## src/rtl/alu_core.sv

```systemverilog
// Integer ALU for the single-cycle datapath: combinational ADD/SUB/AND/OR with NZCV
// flags, plus a flag register loaded on request for the condition logic.
module alu_core #(
  parameter int N_bits = 32
) (
  input  logic              clk,
  input  logic              reset,
  input  logic [N_bits-1:0] SrcA,
  input  logic [N_bits-1:0] SrcB,
  input  logic [1:0]        ALUControl,
  input  logic              FlagWrite,
  output logic [N_bits-1:0] ALUResult,
  output logic [3:0]        ALUFlags,
  output logic [3:0]        Flags
);

  localparam logic [1:0] OP_ADD = 2'b00;
  localparam logic [1:0] OP_SUB = 2'b01;
  localparam logic [1:0] OP_AND = 2'b10;
  localparam logic [1:0] OP_OR  = 2'b11;

  // Signed overflow: both adder inputs share a sign and the sum's sign differs.
  function automatic logic add_ovf(input logic a_msb, input logic b_msb, input logic r_msb);
    return (a_msb == b_msb) && (r_msb != a_msb);
  endfunction

  logic              is_sub;
  logic              is_arith;
  logic [N_bits-1:0] adder_b;
  logic [N_bits:0]   sum;
  logic              flag_n;
  logic              flag_z;
  logic              flag_c;
  logic              flag_v;

  // SUB reuses the adder as SrcA + ~SrcB + 1, so carry-out means "no borrow".
  assign is_sub   = (ALUControl == OP_SUB);
  assign is_arith = (ALUControl == OP_ADD) || (ALUControl == OP_SUB);
  assign adder_b  = is_sub ? ~SrcB : SrcB;
  assign sum      = {1'b0, SrcA} + {1'b0, adder_b} + {{N_bits{1'b0}}, is_sub};

  always_comb begin
    ALUResult = sum[N_bits-1:0];
    case (ALUControl)
      OP_AND:  ALUResult = SrcA & SrcB;
      OP_OR:   ALUResult = SrcA | SrcB;
      default: ALUResult = sum[N_bits-1:0];
    endcase
  end

  assign flag_n   = ALUResult[N_bits-1];
  assign flag_z   = (ALUResult == '0);
  assign flag_c   = is_arith & sum[N_bits];
  assign flag_v   = is_arith & add_ovf(SrcA[N_bits-1], adder_b[N_bits-1], sum[N_bits-1]);
  assign ALUFlags = {flag_n, flag_z, flag_c, flag_v};

  // Stored flags: reset wins over a write request; no bypass to the output.
  always_ff @(posedge clk) begin
    if (reset) begin
      Flags <= 4'b0000;
    end else if (FlagWrite) begin
      Flags <= ALUFlags;
    end
  end

endmodule

```

## config.mk

```make
export PLATFORM = sky130hd
export DESIGN_NAME = alu_core
export DESIGN_NICKNAME = d
export VERILOG_FILES = /design/src/rtl/alu_core.sv
export SDC_FILE = /design/constraint.sdc
export NUM_CORES = 1
export LEC_CHECK = 0
export ABC_CLOCK_PERIOD_IN_PS = 7300
export CORE_MARGIN = 4
export CORE_UTILIZATION = 38
export CTS_CLUSTER_DIAMETER = 50
export DETAILED_ROUTE_END_ITERATION = 7
export PLACE_DENSITY_LB_ADDON = 0.1
export RECOVER_POWER = 100
export SYNTH_ARGS = -nofsm -noshare
export SYNTH_HDL_FRONTEND = slang
export SYNTH_SLANG_ARGS = --single-unit
export TNS_END_PERCENT = 100
```

## constraint.sdc

```tcl
create_clock -name clk -period 7.3 [get_ports clk]
set_clock_uncertainty 0.1 [all_clocks]
set_input_delay 1.46 -clock clk [delete_from_list [all_inputs] [get_ports clk]]
set_output_delay 1.46 -clock clk [all_outputs]
set_load 0.03 [all_outputs]
```

==> metrics.yaml <==
rr_worst_depth: 2
synth-edff-count: 0
synthSimpleGateAreaFrac_pct: 28.72
io_pins: 109
final_cell_mix: "clkdlybuf4s50_1, nand2_1, a21oi_1, nor2_1, buf_4"
endpoint_kind: "output port"
slew_headroom_pct: 57.09
die_y_um: 108.1
finalSetupViolCount: 0
startpoint_type: "input pin"
holdPathStages: 2
synth.avg_cell_area_um2: 6.715
worstMarginPinSlew_ns: 0.6382
status: "finished, final reports clean"
antenna_found_initial: 0
hold_violations: 0
via_per_inst: 6.019
clock_latency_ns: 0.22
period_share_pct: 96.49
synth_top_family_by_area: "compound AO/OA/AOI/OAI gates"
synth-main-ff-cell: "dfxtp_1"
overflow: 0
seq_area_frac_synth_pct: 2.103
slew_viol_final: 0
drv_cap: 0
drive_above_1_share_pct: 10.96
area_growth_syn_to_layout_pct: 34.44
ir_drop_uv: 53.99
tritoncts: "built"
min_to: "Flags[0]"
r2r-start: "Flags[0]"
hold_start: "Flags[0]"
die_area_um2: 11680
gp_congestion: 0.9505
clockBufferDepth: 2
p_leak_uw: 0.001961
yosysWarningCount: 0
power.density_nw_per_um2: 141.8
num_vias: 4863
setup_tns_ns: 0
mappedNetlistArea_um2: 3807
wire_per_inst_um: 19.04
post-place-cells: 804
synthMuxAreaShare_pct: 1.643
multi_input_area_um2: 3528
largest_register: "Flags"
reg2reg_slack_ns: 6.51
regToRegEndpoint: "Flags[0]"
synth_fa_ha_area_share_pct: 17.81
die_w_um: 108.1
synth_cell_types: 74
synth_fp_nets: 672
reg.largest.list: "Flags: 4 flops"
final_nets: 782
root_buffer: "clkbuf_8"
crit_path_max_fanout: 6
grt_pass1_vias: 4656
port_buffers: 108
cts_max_level: 1
dr.first_iter.drc_count: 357
initial_core_util_pct: 38.95
largest_reg_flops: 4
synth_compound_area_share_pct: 34.44
cts_sinks: 4
critPathRequiredTime_ns: 5.74
grt_first_pass_wirelength_um: 24030
worstHoldPathType: "reg -> reg"
critical_path_class: "in -> out"
gr-usage-all-layers_pct: 25.24
n_antenna_cell: 0
synth-seq-cells: 4
nFillCells: 1036
fin_crit_ns: 7.044
fin_cells: 808
rsz0062_at_grt: "no"
hold_buffers: 0
grt_max_degree: 59
routed_wirelength_um: 15380
dpl.hpwl_um: 12790
seqCellArea_um2: 80.08
ant_nets: 0
fmax_ghz: 0.1420
syn-instance-count: 567
final_core_util_pct: 52.37
cp_data_arrival_time_ns: 5.48
core_um2: 9774
synth-xor-area-share_pct: 9.201
final_common_cell: "clkdlybuf4s50_1"
synthArstFlopShare_pct: 0
drc_errors: 0
cts_buffers: 3
fp-row-count: 36
clkTransAtPathRegs_ns: 0.04
dr.pass1.iters: 5
-- worst max-delay path, cell delays in order --
cell and delay [ns]:
clkdlybuf4s50_1 0.47, or3b_4 0.42, and2_1 0.16, fa_1 0.41, nor2b_2 0.17, o31ai_2 0.12, a211o_1 0.27, and3_1 0.19
or4_1 0.40, or4_1 0.43, nor4_2 0.31, nand4_1 0.17, nor4b_2 0.30, buf_4 0.21
-- Yosys cell counts, types with 4 or more instances --
cell       number  share of area (%)
o221ai_1        4               0.92
a21o_1         10                2.0
ha_1           35                 12
maj3_1         22                5.8
or3_1           4               0.66
a211o_1         4               0.92
nand3_1        16                2.1
o22ai_1        10                1.6
xor2_1          4               0.92
nand2b_1        4               0.66
dfxtp_1         4                2.1
or2_2           5               0.82
o31ai_1         6                1.2
inv_1          19                1.9
o21a_1         11                2.2
a211oi_1        8                1.6
o211ai_1        6                1.2
nor4_1         15                2.5
a221oi_1        6                1.4
nor2b_1         8                1.3
nand2_1        66                6.5
nor2_1         41                4.0
and3_1          4               0.66
a21boi_0        4               0.79
nor3_1         14                1.8
buf_4           5               0.99
a31oi_1         6               0.99
clkbuf_1       24                2.4
nand4_1        12                2.0
xnor2_1        36                8.3
a2111oi_0       5                1.2
a21oi_1        44                5.8
mux2i_1         4                1.1
o21ai_0        28                3.7
and4_1          4               0.92
buf_1           5               0.49
-- metal layers --
| metal | vias up | part of all wire, % | GRT usage [%] |
|---|---|---|---|
| li1 | 2392 | - | - |
| met1 | 2280 | 44 | 33.32 |
| met2 | 165 | 48 | 44.01 |
| met3 | 26 | 5.7 | 2.149 |
| met4 | 0 | 2.8 | 6.763 |
| met5 | - | 0 | 0 |
-- logic make-up (layout without fill, tap and decap cells) --
family / count (synthesis) / count (layout)
DFF: 4 / 4
adders and majority gates: 58 / 58
and+or+nand+nor: 214 / 214
AOI/OAI and AO/OA: 189 / 189
xor gates and xnor gates: 40 / 40
muxes: 6 / 6
buffers and inverters: 56 / 164
-- how the worst max path moves through the flow --
stage                   from     endpoint  slack [ns]  cells past startpoint
2_1_floorplan  ALUControl[1]  ALUFlags[2]       0.009                     18
3_3_place_gp   ALUControl[0]  ALUFlags[2]        0.12                     14
5_1_grt        ALUControl[1]  ALUFlags[2]        0.02                     17
3_5_place_dp   ALUControl[0]  ALUFlags[2]        0.06                     15
4_1_cts        ALUControl[0]  ALUFlags[2]        0.05                     15
6_report             SrcB[0]  ALUFlags[2]        0.26                     14
-- timing repair --
action,CTS,global route
setup endpoints to repair,0,2
setup buffers,0,1
gates resized for setup,0,13
-- power breakdown --
part / leakage (µW) / switching [µW] / total [µW] / internal (µW)
clock network: 0.0000216 / 13.5 / 48.9 / 35.4
logic: 0.00191 / 393 / 653 / 260
registers: 0.0000326 / 0.445 / 23.6 / 23.2
-- final cells by class --
| type | count | area share [%] |
|---|---|---|
| clock buffer | 3 | 0.8066 |
| inverter | 20 | 1.467 |
| multi-input combinational | 507 | 68.93 |
| sequential | 4 | 1.564 |
| tap | 133 | 3.251 |
| timing repair buffer | 141 | 23.98 |
-- through the flow --
stage | setup WS, ns | area, µm² | hold WS, ns | total power [µW]
detailed placement | 0.06068 | 5119 | 0.3780 | 685.4
global route | 0.01571 | 5119 | 0.4030 | 780.4
finish | 0.2562 | 5119 | 0.3776 | 725.7
global placement | 0.1181 | 5119 | 0.3658 | 683.7
CTS | 0.04819 | 5160 | 0.3858 | 737.7
floorplan | 0.009112 | 3827 | 0.4956 | 432.5
(Power assumes the default switching activity.)
